<file path="config.mk">
export PLATFORM = sky130hd
export DESIGN_NAME = connect_scoreboard_seq_flat
export DESIGN_NICKNAME = d
export VERILOG_FILES = /design/src/rtl/connect_scoreboard_seq_pkg.sv /design/src/rtl/connect_scoreboard_seq_if.sv /design/src/rtl/connect_line_checker.sv /design/src/rtl/connect_scoreboard_seq.sv /design/src/flat_wrapper.sv
export SDC_FILE = /design/constraint.sdc
export NUM_CORES = 1
export LEC_CHECK = 0
export BUFFER_PORTS_ARGS = -buffer_cell sky130_fd_sc_hd__buf_2
export CORE_MARGIN = 8
export CORE_UTILIZATION = 49
export DETAILED_ROUTE_END_ITERATION = 10
export PLACE_DENSITY = 0.67
export SYNTH_ARGS = -nofsm -noshare
export SYNTH_HDL_FRONTEND = slang
export SYNTH_HIERARCHICAL = 1
export SYNTH_SLANG_ARGS = --single-unit
</file>
<file path="constraint.sdc">
create_clock -name clock -period 16.65 [get_ports clock]
set_input_delay 0 -clock clock [delete_from_list [all_inputs] [get_ports clock]]
set_output_delay 0 -clock clock [all_outputs]
set_load 0.01 [all_outputs]
</file>
<file path="src/rtl/connect_scoreboard_seq_pkg.sv">
// connect4_pkg: shared definitions for the sequential Connect-N scoreboard.
//   - cell codes (board contents) and winner codes (result encoding)
//   - direction enum (scan priority order) and FSM state enum
//   - idx_to_rc: raster index -> (row, col) for a grid COLS wide
package connect4_pkg;

  // Cell codes; 2'b11 is treated as empty, just like 2'b00.
  localparam logic [1:0] CELL_EMPTY = 2'b00;
  localparam logic [1:0] CELL_P1    = 2'b01;
  localparam logic [1:0] CELL_P2    = 2'b10;

  // Winner codes reported on the result bus.
  localparam logic [1:0] WIN_NONE = 2'b00;
  localparam logic [1:0] WIN_P1   = 2'b01;
  localparam logic [1:0] WIN_P2   = 2'b10;
  localparam logic [1:0] WIN_DRAW = 2'b11;

  // Line directions, listed in checking priority order.
  typedef enum logic [1:0] {
    DIR_H  = 2'd0,  // +c
    DIR_V  = 2'd1,  // +r
    DIR_UP = 2'd2,  // +r,+c
    DIR_DN = 2'd3   // -r,+c
  } dir_t;

  typedef enum logic [1:0] {
    ST_IDLE = 2'd0,
    ST_SCAN = 2'd1,
    ST_HOLD = 2'd2
  } state_t;

  typedef struct packed {
    logic [7:0] row;
    logic [7:0] col;
  } rc_t;

  // Grids are assumed to hold at most 256 cells.
  function automatic rc_t idx_to_rc(input logic [7:0] idx, input int cols);
    rc_t rc;
    int  i;
    i      = int'(idx);
    rc.row = 8'(i / cols);
    rc.col = 8'(i % cols);
    return rc;
  endfunction

  function automatic logic is_player(input logic [1:0] code);
    return (code == CELL_P1) || (code == CELL_P2);
  endfunction

endpackage

</file>
<file path="src/rtl/connect_scoreboard_seq_if.sv">
// connect_scoreboard_seq_if: request/result bus between the game-control FSM
// (master) and the scoreboard (slave).
//   master drives: eval_req, round_clear, grid_full, game_status
//   slave drives : busy, done, winner, win_row, win_col, win_dir,
//                  p1_score, p2_score, draw_score
interface connect_scoreboard_seq_if #(
  parameter int ROWS    = 6,
  parameter int COLS    = 7,
  parameter int SCORE_W = 8
);
  localparam int RW = (ROWS > 1) ? $clog2(ROWS) : 1;
  localparam int CW = (COLS > 1) ? $clog2(COLS) : 1;

  logic                     eval_req;
  logic                     round_clear;
  logic                     grid_full;
  logic [2*ROWS*COLS-1:0]   game_status;

  logic                     busy;
  logic                     done;
  logic [1:0]               winner;
  logic [RW-1:0]            win_row;
  logic [CW-1:0]            win_col;
  logic [1:0]               win_dir;
  logic [SCORE_W-1:0]       p1_score;
  logic [SCORE_W-1:0]       p2_score;
  logic [SCORE_W-1:0]       draw_score;

  modport master (
    output eval_req, round_clear, grid_full, game_status,
    input  busy, done, winner, win_row, win_col, win_dir,
           p1_score, p2_score, draw_score
  );

  modport slave (
    input  eval_req, round_clear, grid_full, game_status,
    output busy, done, winner, win_row, win_col, win_dir,
           p1_score, p2_score, draw_score
  );
endinterface

</file>
<file path="src/rtl/connect_line_checker.sv">
// connect_line_checker: combinational test of one anchor cell.
//   grid   : packed board snapshot, cell (r,c) at [2*(COLS*r+c) +: 2]
//   row/col: anchor position
//   hit    : some direction holds CONN equal player codes starting at anchor
//   player : player code of the reported line
//   dir    : lowest-numbered direction that hit
module connect_line_checker
  import connect4_pkg::*;
#(
  parameter  int ROWS = 6,
  parameter  int COLS = 7,
  parameter  int CONN = 4,
  localparam int RW   = (ROWS > 1) ? $clog2(ROWS) : 1,
  localparam int CW   = (COLS > 1) ? $clog2(COLS) : 1
) (
  input  logic [2*ROWS*COLS-1:0] grid,
  input  logic [RW-1:0]          row,
  input  logic [CW-1:0]          col,
  output logic                   hit,
  output logic [1:0]             player,
  output dir_t                   dir
);

  logic [3:0] line_ok;
  logic [1:0] line_pl [4];

  generate
    for (genvar gi = 0; gi < 4; gi++) begin : g_dir
      // Step per cell along the line for this direction.
      localparam int DR = (gi == 1 || gi == 2) ? 1 : ((gi == 3) ? -1 : 0);
      localparam int DC = (gi == 1) ? 0 : 1;

      logic       ok;
      logic [1:0] first;

      always_comb begin
        int r0, c0, r_end, c_end, rr, cc;
        ok    = 1'b0;
        first = CELL_EMPTY;
        rr    = 0;
        cc    = 0;
        r0    = int'(row);
        c0    = int'(col);
        r_end = r0 + DR * (CONN - 1);
        c_end = c0 + DC * (CONN - 1);
        // Only look at the line when every cell of it lies on the board.
        if (r0 < ROWS && c0 < COLS && r_end >= 0 && r_end < ROWS && c_end < COLS) begin
          first = grid[2*(COLS*r0 + c0) +: 2];
          ok    = is_player(first);
          for (int k = 1; k < CONN; k++) begin
            rr = r0 + DR * k;
            cc = c0 + DC * k;
            if (grid[2*(COLS*rr + cc) +: 2] != first) ok = 1'b0;
          end
        end
      end

      assign line_ok[gi] = ok;
      assign line_pl[gi] = first;
    end
  endgenerate

  // Walk from the highest direction down so the lowest one that hit wins.
  always_comb begin
    hit    = 1'b0;
    player = CELL_EMPTY;
    dir    = DIR_H;
    for (int d = 3; d >= 0; d--) begin
      if (line_ok[d]) begin
        hit    = 1'b1;
        player = line_pl[d];
        dir    = dir_t'(2'(d));
      end
    end
  end

endmodule

</file>
<file path="src/rtl/connect_scoreboard_seq.sv">
// connect_scoreboard_seq: sequential Connect-N scoreboard.
//   clock : rising-edge clock
//   reset : asynchronous active-low reset
//   bus   : slave side of connect_scoreboard_seq_if (request in, result/scores out)
// On eval_req (IDLE, no result yet) the board is snapshotted and one anchor is
// checked per clock in raster order. The checker output is registered, so the
// decision for anchor k is taken one cycle after that anchor is examined; this
// gives done at k+2 cycles after acceptance, ROWS*COLS+1 when nothing is found.
module connect_scoreboard_seq
  import connect4_pkg::*;
#(
  parameter int ROWS    = 6,
  parameter int COLS    = 7,
  parameter int CONN    = 4,
  parameter int SCORE_W = 8
) (
  input  logic                     clock,
  input  logic                     reset,
  connect_scoreboard_seq_if.slave  bus
);

  localparam int CELLS = ROWS * COLS;
  localparam int GW    = 2 * CELLS;
  localparam int RW    = (ROWS > 1) ? $clog2(ROWS) : 1;
  localparam int CW    = (COLS > 1) ? $clog2(COLS) : 1;
  localparam int IW    = $clog2(CELLS);
  localparam logic [IW-1:0] LAST_IDX = IW'(CELLS - 1);

  state_t             state_reg, state_next;
  logic [IW-1:0]      idx_reg, idx_next;
  logic [GW-1:0]      snap_reg, snap_next;
  logic               full_reg, full_next;

  // Registered checker result for the previously examined anchor.
  logic               chk_valid_reg, chk_valid_next;
  logic               chk_hit_reg, chk_hit_next;
  logic [1:0]         chk_pl_reg, chk_pl_next;
  dir_t               chk_dir_reg, chk_dir_next;
  logic [RW-1:0]      chk_row_reg, chk_row_next;
  logic [CW-1:0]      chk_col_reg, chk_col_next;
  logic               chk_last_reg, chk_last_next;

  logic               done_reg, done_next;
  logic [1:0]         winner_reg, winner_next;
  logic [RW-1:0]      win_row_reg, win_row_next;
  logic [CW-1:0]      win_col_reg, win_col_next;
  logic [1:0]         win_dir_reg, win_dir_next;
  logic [SCORE_W-1:0] p1_reg, p1_next;
  logic [SCORE_W-1:0] p2_reg, p2_next;
  logic [SCORE_W-1:0] draw_reg, draw_next;

  rc_t                anchor;
  logic [RW-1:0]      anchor_row;
  logic [CW-1:0]      anchor_col;
  logic               line_hit;
  logic [1:0]         line_pl;
  dir_t               line_dir;

  assign anchor     = idx_to_rc(8'(idx_reg), COLS);
  assign anchor_row = RW'(anchor.row);
  assign anchor_col = CW'(anchor.col);

  connect_line_checker #(
    .ROWS (ROWS),
    .COLS (COLS),
    .CONN (CONN)
  ) u_checker (
    .grid   (snap_reg),
    .row    (anchor_row),
    .col    (anchor_col),
    .hit    (line_hit),
    .player (line_pl),
    .dir    (line_dir)
  );

  always_ff @(posedge clock or negedge reset) begin
    if (!reset) begin
      state_reg     <= ST_IDLE;
      idx_reg       <= '0;
      snap_reg      <= '0;
      full_reg      <= 1'b0;
      chk_valid_reg <= 1'b0;
      chk_hit_reg   <= 1'b0;
      chk_pl_reg    <= CELL_EMPTY;
      chk_dir_reg   <= DIR_H;
      chk_row_reg   <= '0;
      chk_col_reg   <= '0;
      chk_last_reg  <= 1'b0;
      done_reg      <= 1'b0;
      winner_reg    <= WIN_NONE;
      win_row_reg   <= '0;
      win_col_reg   <= '0;
      win_dir_reg   <= '0;
      p1_reg        <= '0;
      p2_reg        <= '0;
      draw_reg      <= '0;
    end else begin
      state_reg     <= state_next;
      idx_reg       <= idx_next;
      snap_reg      <= snap_next;
      full_reg      <= full_next;
      chk_valid_reg <= chk_valid_next;
      chk_hit_reg   <= chk_hit_next;
      chk_pl_reg    <= chk_pl_next;
      chk_dir_reg   <= chk_dir_next;
      chk_row_reg   <= chk_row_next;
      chk_col_reg   <= chk_col_next;
      chk_last_reg  <= chk_last_next;
      done_reg      <= done_next;
      winner_reg    <= winner_next;
      win_row_reg   <= win_row_next;
      win_col_reg   <= win_col_next;
      win_dir_reg   <= win_dir_next;
      p1_reg        <= p1_next;
      p2_reg        <= p2_next;
      draw_reg      <= draw_next;
    end
  end

  always_comb begin
    state_next     = state_reg;
    idx_next       = idx_reg;
    snap_next      = snap_reg;
    full_next      = full_reg;
    chk_valid_next = chk_valid_reg;
    chk_hit_next   = chk_hit_reg;
    chk_pl_next    = chk_pl_reg;
    chk_dir_next   = chk_dir_reg;
    chk_row_next   = chk_row_reg;
    chk_col_next   = chk_col_reg;
    chk_last_next  = chk_last_reg;
    done_next      = 1'b0;
    winner_next    = winner_reg;
    win_row_next   = win_row_reg;
    win_col_next   = win_col_reg;
    win_dir_next   = win_dir_reg;
    p1_next        = p1_reg;
    p2_next        = p2_reg;
    draw_next      = draw_reg;

    if (bus.round_clear) begin
      // Ends the round from any state; a pending eval_req is dropped.
      state_next   = ST_IDLE;
      winner_next  = WIN_NONE;
      win_row_next = '0;
      win_col_next = '0;
      win_dir_next = '0;
    end else begin
      unique case (state_reg)
        ST_IDLE: begin
          if (bus.eval_req && winner_reg == WIN_NONE) begin
            snap_next      = bus.game_status;
            full_next      = bus.grid_full;
            idx_next       = '0;
            chk_valid_next = 1'b0;
            state_next     = ST_SCAN;
          end
        end

        ST_SCAN: begin
          if (chk_valid_reg && chk_hit_reg) begin
            winner_next  = chk_pl_reg;
            win_row_next = chk_row_reg;
            win_col_next = chk_col_reg;
            win_dir_next = chk_dir_reg;
            done_next    = 1'b1;
            if (chk_pl_reg == CELL_P1) begin
              if (p1_reg != '1) p1_next = p1_reg + 1'b1;
            end else begin
              if (p2_reg != '1) p2_next = p2_reg + 1'b1;
            end
            state_next = ST_HOLD;
          end else if (chk_valid_reg && chk_last_reg) begin
            // Whole board scanned: a full board is a draw, otherwise no result.
            done_next = 1'b1;
            if (full_reg) begin
              winner_next = WIN_DRAW;
              if (draw_reg != '1) draw_next = draw_reg + 1'b1;
            end
            state_next = ST_HOLD;
          end else begin
            chk_valid_next = 1'b1;
            chk_hit_next   = line_hit;
            chk_pl_next    = line_pl;
            chk_dir_next   = line_dir;
            chk_row_next   = anchor_row;
            chk_col_next   = anchor_col;
            chk_last_next  = (idx_reg == LAST_IDX);
            if (idx_reg != LAST_IDX) idx_next = idx_reg + 1'b1;
          end
        end

        ST_HOLD: begin
          state_next = ST_IDLE;
        end

        default: begin
          state_next = ST_IDLE;
        end
      endcase
    end
  end

  assign bus.busy       = (state_reg == ST_SCAN);
  assign bus.done       = done_reg;
  assign bus.winner     = winner_reg;
  assign bus.win_row    = win_row_reg;
  assign bus.win_col    = win_col_reg;
  assign bus.win_dir    = win_dir_reg;
  assign bus.p1_score   = p1_reg;
  assign bus.p2_score   = p2_reg;
  assign bus.draw_score = draw_reg;

endmodule

</file>
<file path="src/flat_wrapper.sv">
// flat-port wrapper written by rule: the top's interface ports become plain ports
module connect_scoreboard_seq_flat import connect4_pkg::*;
#(
  parameter int ROWS    = 6,
  parameter int COLS    = 7,
  parameter int CONN    = 4,
  parameter int SCORE_W = 8
)
  (clock, reset, bus_eval_req, bus_round_clear, bus_grid_full, bus_game_status, bus_busy, bus_done, bus_winner, bus_win_row, bus_win_col, bus_win_dir, bus_p1_score, bus_p2_score, bus_draw_score);
  connect_scoreboard_seq_if #(.ROWS(ROWS), .COLS(COLS), .SCORE_W(SCORE_W)) bus_i ();
  input  logic clock;
  input  logic reset;
  input wire logic [$bits(bus_i.eval_req)-1:0] bus_eval_req;
  input wire logic [$bits(bus_i.round_clear)-1:0] bus_round_clear;
  input wire logic [$bits(bus_i.grid_full)-1:0] bus_grid_full;
  input wire logic [$bits(bus_i.game_status)-1:0] bus_game_status;
  output wire logic [$bits(bus_i.busy)-1:0] bus_busy;
  output wire logic [$bits(bus_i.done)-1:0] bus_done;
  output wire logic [$bits(bus_i.winner)-1:0] bus_winner;
  output wire logic [$bits(bus_i.win_row)-1:0] bus_win_row;
  output wire logic [$bits(bus_i.win_col)-1:0] bus_win_col;
  output wire logic [$bits(bus_i.win_dir)-1:0] bus_win_dir;
  output wire logic [$bits(bus_i.p1_score)-1:0] bus_p1_score;
  output wire logic [$bits(bus_i.p2_score)-1:0] bus_p2_score;
  output wire logic [$bits(bus_i.draw_score)-1:0] bus_draw_score;
  assign bus_i.eval_req = bus_eval_req;
  assign bus_i.round_clear = bus_round_clear;
  assign bus_i.grid_full = bus_grid_full;
  assign bus_i.game_status = bus_game_status;
  assign bus_busy = bus_i.busy;
  assign bus_done = bus_i.done;
  assign bus_winner = bus_i.winner;
  assign bus_win_row = bus_i.win_row;
  assign bus_win_col = bus_i.win_col;
  assign bus_win_dir = bus_i.win_dir;
  assign bus_p1_score = bus_i.p1_score;
  assign bus_p2_score = bus_i.p2_score;
  assign bus_draw_score = bus_i.draw_score;
  connect_scoreboard_seq #(.ROWS(ROWS), .COLS(COLS), .CONN(CONN), .SCORE_W(SCORE_W)) u_core (.clock(clock), .reset(reset), .bus(bus_i));
endmodule
</file>
==> impl_metrics.py, run 1 <==
metrics = {
    "critical_path": {
        "critical_path_class": "flop to flop",
        "rr_startpoint": "u_core/idx_reg[4]",
        "ff2ff_setup_slack_ns": 6.31,
        "endpoint_kind": "flop",
        "critPathLaunchType": "flop",
        "arrival_ns": 10.71,
        "cp_slowest_stage_delay_ns": 0.92,
        "crit_path_end": "u_core/chk_pl_reg[0]",
        "required_ns": 17.02,
        "cp-startpoint": "u_core/idx_reg[4]",
        "rr_worst_depth": 32,
        "critical-path-slowest-cell": "ha_1",
        "crit_fanout": 20,
        "r2r_end": "u_core/chk_pl_reg[0]",
        "crit_top_cell": "ha_1",
    },
    "timing": {
        "finClkSkew_ns": 0.02025,
        "drv_slew": 0,
        "setup_viol": 0,
        "timing.final.crit_share": 0.6209,
        "fmax_ghz": 0.09673,
        "rsz0062_at_grt": "false",
        "period_needed_ns": 10.34,
        "hold_viol": 0,
        "worstMarginPinSlew_ns": 1.172,
        "fin_setup_tns_ns": 0,
        "fin_ws_ns": 6.312,
        "max-slew-margin-rel": 0.2161,
    },
    "routing": {
        "drc": 0,
        "viasPerCell": 6.644,
        "drt_wl_total_um": 57970,
        "first_pass_iters": 6,
        "routedWlPerCell_um": 25.96,
        "ant_nets": 0,
        "num_vias": 14835,
        "drtIter0Drc": 1469,
    },
    "pwr": {
        "p_leak_nw": 8.558,
        "swShare": 0.4961,
        "power_frac_seq": 0.105,
        "power_frac_clock": 0.085,
        "p_sw_w": 0.002452,
        "power_density_nw_per_um2": 249.8,
        "combPwrFrac": 0.810,
        "irDropWorstVdd_mv": 0.1515,
        "power.internal_w": 0.002491,
    },
    "die": {
        "io_pins": 125,
        "start_util": 0.4987,
        "die_height_um": 203.7,
        "die_w_um": 203.7,
        "row_count": 68,
        "core_area_um2": 34630,
        "die-area_um2": 41510,
    },
    "logic_synthesis": {
        "synth_mux_area_frac": 0.3599,
        "synthAdderAreaFrac": 0.1209,
        "synth_top_family_by_area": "multiplexers",
        "syn_avg_cell_area_um2": 10.94,
        "synth_edf_count": 0,
        "netlist_area_um2": 17270,
        "synth_nets": 1813,
        "synth_xor_area_frac": 0.05506,
        "synth_ff_type": "dfrtp_1",
        "yosysWarnings": 6,
        "ys_ff_latch": 141,
        "ys_seq_area_frac": 0.2043,
        "syn_inst": 1578,
        "synth_cell_type_count": 98,
        "ys_async_sr_fraction": 1.000,
        "synth_compound_area_frac": 0.1103,
        "synthSimpleGateAreaFrac": 0.1056,
    },
    "cells_and_area": {
        "final_layout_size_suffix_gt1_frac": 0.2880,
        "fin_nets": 2000,
        "syn_to_final_growth_pct": 14.59,
        "n_antenna_cell": 0,
        "layout_common_cells": "162 x mux4_2, 141 x dfrtp_1, 124 x mux2_2, 123 x buf_2, 114 x mux2i_1",
        "largest_reg_flops": 84,
        "final_common_cell": "mux4_2",
    },
    "clock_network": {
        "cts.sinks": 141,
        "htree_levels": 4,
        "cts_tree": "done",
        "cts_setup_buffers": 0,
        "path_clk_slew_ns": 0.07,
        "clk_latency_ns": 0.45,
        "cts_buffer_depth": 2,
        "cts_buffers": 17,
        "root_buffer": "clkbuf_16",
    },
    "placed_design": {
        "dp_hpwl_um": 44050,
        "place_congestion": 1.014,
        "place_worst_setup_slack_ns": 6.522,
        "io_buffers": 124,
    },
    "grt": {
        "antenna_found_initial": 0,
        "overflow": 0,
        "track_usage": 0.2771,
        "grt_pass1_wl_um": 88750,
        "grt_pass1_vias": 14378,
        "grt_max_degree": 80,
    },
    "status": {
        "status": "finished clean",
    },
    "run": {
        "drv_cap": 0,
    },
    "worst_hold_path": {
        "min_path_type": "primary input to async pin",
    },
}
==> worst max-delay path, delay by kind of cell, from the launching register on <==
family | cells | cell delay (ns)
AO/OA/AOI/OAI | 5 | 1.69
multiplexers | 2 | 1.03
buffers and inverters | 7 | 1.50
XOR/XNOR | 2 | 0.68
AND/OR/NAND/NOR | 8 | 1.27
adder cells (fa/ha/maj) | 8 | 3.58
flip-flops | 1 | 0.49
==> power groups by stage <==
stage | sequential, W | clock [W] | combinational [W]
6_report | 0.000518 | 0.000421 | 0.00400
5_1_grt | 0.000527 | 0.000437 | 0.00419
4_1_cts | 0.000512 | 0.000426 | 0.00391
3_5_place_dp | 0.000518 | 0 | 0.00387
3_3_place_gp | 0.000513 | 0 | 0.00383
2_1_floorplan | 0.000471 | 0 | 0.00284
==> metal layers <==
| metal | up-vias | wire length (µm) | global-route usage |
|---|---|---|---|
| met5 | - | 0 | 0 |
| li1 | 6446 | - | - |
| met1 | 7422 | 23780 | 0.3804 |
| met3 | 153 | 4739 | 0.03904 |
| met2 | 814 | 26100 | 0.4195 |
| met4 | 0 | 3354 | 0.1510 |
==> area by class of cell <==
class / count / area, µm²
flip-flops and latches: 141 / 3528
well taps: 455 / 569.3
fillers: 2812 / 14840
clock inverters: 13 / 176.4
repair buffers: 244 / 1745
inverters: 81 / 304.0
multi-input cells: 1280 / 13010
clock buffers: 19 / 452.9
==> stage by stage <==
step                  util  cell area [µm²]  total power (W)  instances  hold slack, ns
floorplan                -            17270         0.003316       1578         -0.2956
global route        0.5715            19790         0.005154       2233          0.1663
finish              0.5715            19790         0.004943       2233          0.1102
CTS                 0.5715            19790         0.004853       2233          0.1375
detailed placement  0.5282            18290         0.004389       2114         0.04266
global placement    0.5282            18290         0.004346       2114         0.03101
==> Yosys cell counts (44+ instances only) <==
cell type | instances | area share
mux2i_1 | 114 | 0.066
mux2_2 | 124 | 0.081
a21oi_1 | 49 | 0.014
nor2_1 | 73 | 0.016
nand2_1 | 91 | 0.020
o21ai_0 | 53 | 0.015
inv_1 | 78 | 0.017
nand3_1 | 44 | 0.013
xnor2_1 | 60 | 0.030
ha_1 | 114 | 0.083
dfrtp_1 | 141 | 0.20
mux4_2 | 162 | 0.21
==> logic make-up (layout without fill, tap and decap cells) <==
kind of cell,Yosys count,in the layout
adder cells (fa/ha/maj),148,148
AO/OA/AOI/OAI,270,270
multiplexers,402,402
flip-flops,141,141
buffers and inverters,157,357
XOR/XNOR,104,104
AND/OR/NAND/NOR,356,356
==> how the worst min path moves through the flow <==
stage	end	slack (ns)	depth (start not counted)
2_1_floorplan	u_core/bus.done	-0.30	0
3_3_place_gp	u_core/bus.p2_score[5]	0.03	1
3_5_place_dp	u_core/bus.p2_score[5]	0.04	1
4_1_cts	u_core/bus.p2_score[5]	0.14	2
5_1_grt	u_core/bus.p2_score[5]	0.17	2
6_report	u_core/bus.p2_score[5]	0.11	2
==> what timing repair did <==
item / in CTS / in global routing
hold buffers: 87 / 0
endpoints found under the hold margin: 155 / 0
gates resized for setup: 0 / 0
Power figures use the tool's default switching activity.
==> run 2, diff against run 1 <==
--- a/config.mk
+++ b/config.mk
@@ -9,7 +9,7 @@
 export CORE_MARGIN = 8
 export CORE_UTILIZATION = 49
 export DETAILED_ROUTE_END_ITERATION = 10
-export PLACE_DENSITY = 0.67
+export PLACE_DENSITY = 0.7
 export SYNTH_ARGS = -nofsm -noshare
 export SYNTH_HDL_FRONTEND = slang
 export SYNTH_HIERARCHICAL = 1
==> constraint.sdc (replaced) <==
create_clock -name clock -period 9.5 [get_ports clock]
set_input_delay 0 -clock clock [delete_from_list [all_inputs] [get_ports clock]]
set_output_delay 0 -clock clock [all_outputs]
set_load 0.01 [all_outputs]
==> run 2 against run 1 <==
Clock skew shrank 0.0064 ns; die area is the same; sequential cell count is the same; sequential share of layout area down 0.11 points; worst hold slack gained 0.0010 ns; non-clock buffer count is 14 higher; total power grew 77%; largest power group unchanged.
==> impl_metrics.py, run 2 (synthesis results as in run 1) <==
metrics = {
    "critical_path": {
        "arrival_ns": 9.31,
        "crit_fanout": 15,
        "cp_slowest_stage_delay_ns": 0.64,
        "required_ns": 9.82,
        "critical_path_class": "flop to flop",
        "critical-path-slowest-cell": "nor2b_1",
        "critPathLaunchType": "flop",
        "endpoint_kind": "flop",
    },
    "routing": {
        "drt_wl_total_um": 60260,
        "first_pass_iters": 6,
        "drc": 0,
        "num_vias": 14995,
        "routedWlPerCell_um": 26.82,
        "drtIter0Drc": 1712,
        "ant_nets": 0,
        "viasPerCell": 6.673,
    },
    "grt": {
        "grt_pass1_wl_um": 92100,
        "antenna_found_initial": 0,
        "met2_usage": 0.4458,
        "grt_max_degree": 84,
        "grt_pass1_vias": 14869,
        "grt-busiest-layer": "met2",
        "met1_usage": 0.3837,
        "grt_use_met3": 0.05903,
        "overflow": 0,
        "track_usage": 0.2886,
    },
    "cells_and_area": {
        "n_antenna_cell": 0,
        "multi_input_area_um2": 13040,
        "final-seq-area_um2": 3528,
        "final_layout_size_suffix_gt1_frac": 0.2952,
        "fin_nets": 2014,
        "layout_common_cells": "162 x mux4_2, 141 x dfrtp_1, 124 x mux2_2, 123 x buf_2, 114 x mux2i_1",
        "nFillCells": 2799,
        "post-route-util": 0.5751,
        "syn_to_final_growth_pct": 15.32,
        "largest_reg_flops": 84,
        "final_common_cell": "mux4_2",
        "design_area_um2": 19920,
        "stdcell_count": 2247,
    },
    "timing": {
        "rsz0062_at_grt": "false",
        "setup_viol": 0,
        "worstMarginPinSlew_ns": 1.151,
        "fin_setup_tns_ns": 0,
        "max-slew-margin-rel": 0.2297,
        "timing.final.crit_share": 0.9459,
        "drv_slew": 0,
        "hold_viol": 0,
        "finClkSkew_ns": 0.01389,
        "period_needed_ns": 8.986,
        "fmax_ghz": 0.1113,
    },
    "die": {
        "io_pins": 125,
        "die_w_um": 203.7,
        "row_count": 68,
        "core_area_um2": 34630,
        "start_util": 0.4987,
        "die_height_um": 203.7,
        "die-area_um2": 41510,
    },
    "clock_network": {
        "cts_tree": "done",
        "cts_setup_buffers": 0,
        "root_buffer": "clkbuf_16",
        "path_clk_slew_ns": 0.07,
        "cts_buffers": 17,
        "htree_levels": 4,
        "clk_latency_ns": 0.44,
        "cts_buffer_depth": 2,
        "cts.sinks": 141,
    },
    "placed_design": {
        "place_congestion": 1.016,
        "io_buffers": 124,
        "post_dp_cell_area_um2": 18400,
        "dp_cells": 2128,
        "dp_hpwl_um": 45860,
    },
    "worst_hold_path": {
        "min_path_type": "primary input to async pin",
    },
    "pwr": {
        "finalPower_w": 0.008741,
        "irDropWorstVdd_mv": 0.2192,
        "power_density_nw_per_um2": 438.9,
        "p_leak_nw": 8.631,
    },
    "status": {
        "status": "finished clean",
    },
    "run": {
        "drv_cap": 0,
    },
}
[run 2: report_power, final]
group / total [W] / internal [W] / switching, W
registers: 0.000917 / 0.000710 / 0.000207
logic: 0.00710 / 0.00328 / 0.00382
clock network: 0.000726 / 0.000422 / 0.000303
total: 0.00874 / 0.00441 / 0.00433
[run 2: stage by stage]
step	setup WS (ns)	hold WS (ns)
6_report	0.5142	0.1112
5_1_grt	0.0008642	0.1513
4_1_cts	0.2411	0.1359
3_5_place_dp	0.2998	0.04089
3_3_place_gp	0.6020	0.03161
2_1_floorplan	0.4189	-0.2956
[run 2: what timing repair did]
action | CTS | global route
hold buffers | 87 | 0
resized for setup | 0 | 4
endpoints found under the hold margin | 155 | 0
endpoints found under the setup margin | 0 | 5
[run 2: critical path: cells and delay by family (launching register included)]
family                     cells  cell delay [ns]
and+or+nand+nor                9             1.79
AOI/OAI and AO/OA              8             2.11
adders and majority gates      5             1.81
buffers and inverters          6             1.28
DFF                            1             0.54
xor gates and xnor gates       2             0.68
muxes                          1             0.63
[run 2: metal layers]
| layer | vias to the layer above | share of wire |
|---|---|---|
| met2 | 880 | 0.46 |
| met5 | - | 0 |
| met3 | 128 | 0.092 |
| met4 | 0 | 0.047 |
| met1 | 7525 | 0.40 |
| li1 | 6462 | - |
[run 2: area by class of cell]
cell class / instances / share of cell area
Clock inverter: 15 / 0.009989
Clock buffer: 17 / 0.02136
Tap cell: 455 / 0.02859
Timing Repair Buffer: 258 / 0.09292
Inverter: 81 / 0.01546
Multi-Input combinational cell: 1280 / 0.6545
Sequential cell: 141 / 0.1772
[run 2: worst paths after layout]
| check | startpoint | endpoint | slack [ns] | cells past startpoint |
|---|---|---|---|---|
| worst max-delay path | u_core/idx_reg[4] | u_core/chk_pl_reg[0] | 0.51 | 31 |
| worst min-delay path | reset | u_core/bus.p2_score[4] | 0.11 | 2 |
| worst max register to register | u_core/idx_reg[4] | u_core/chk_pl_reg[0] | 0.51 | 31 |
| worst min register to register | u_core/bus.p2_score[6] | u_core/bus.p2_score[6] | 0.50 | 1 |
| max in group asynchronous | reset | u_core/snap_reg[16] | 7.98 | 3 |
| min in group clock | bus_eval_req | u_core/idx_reg[4] | 0.17 | 4 |
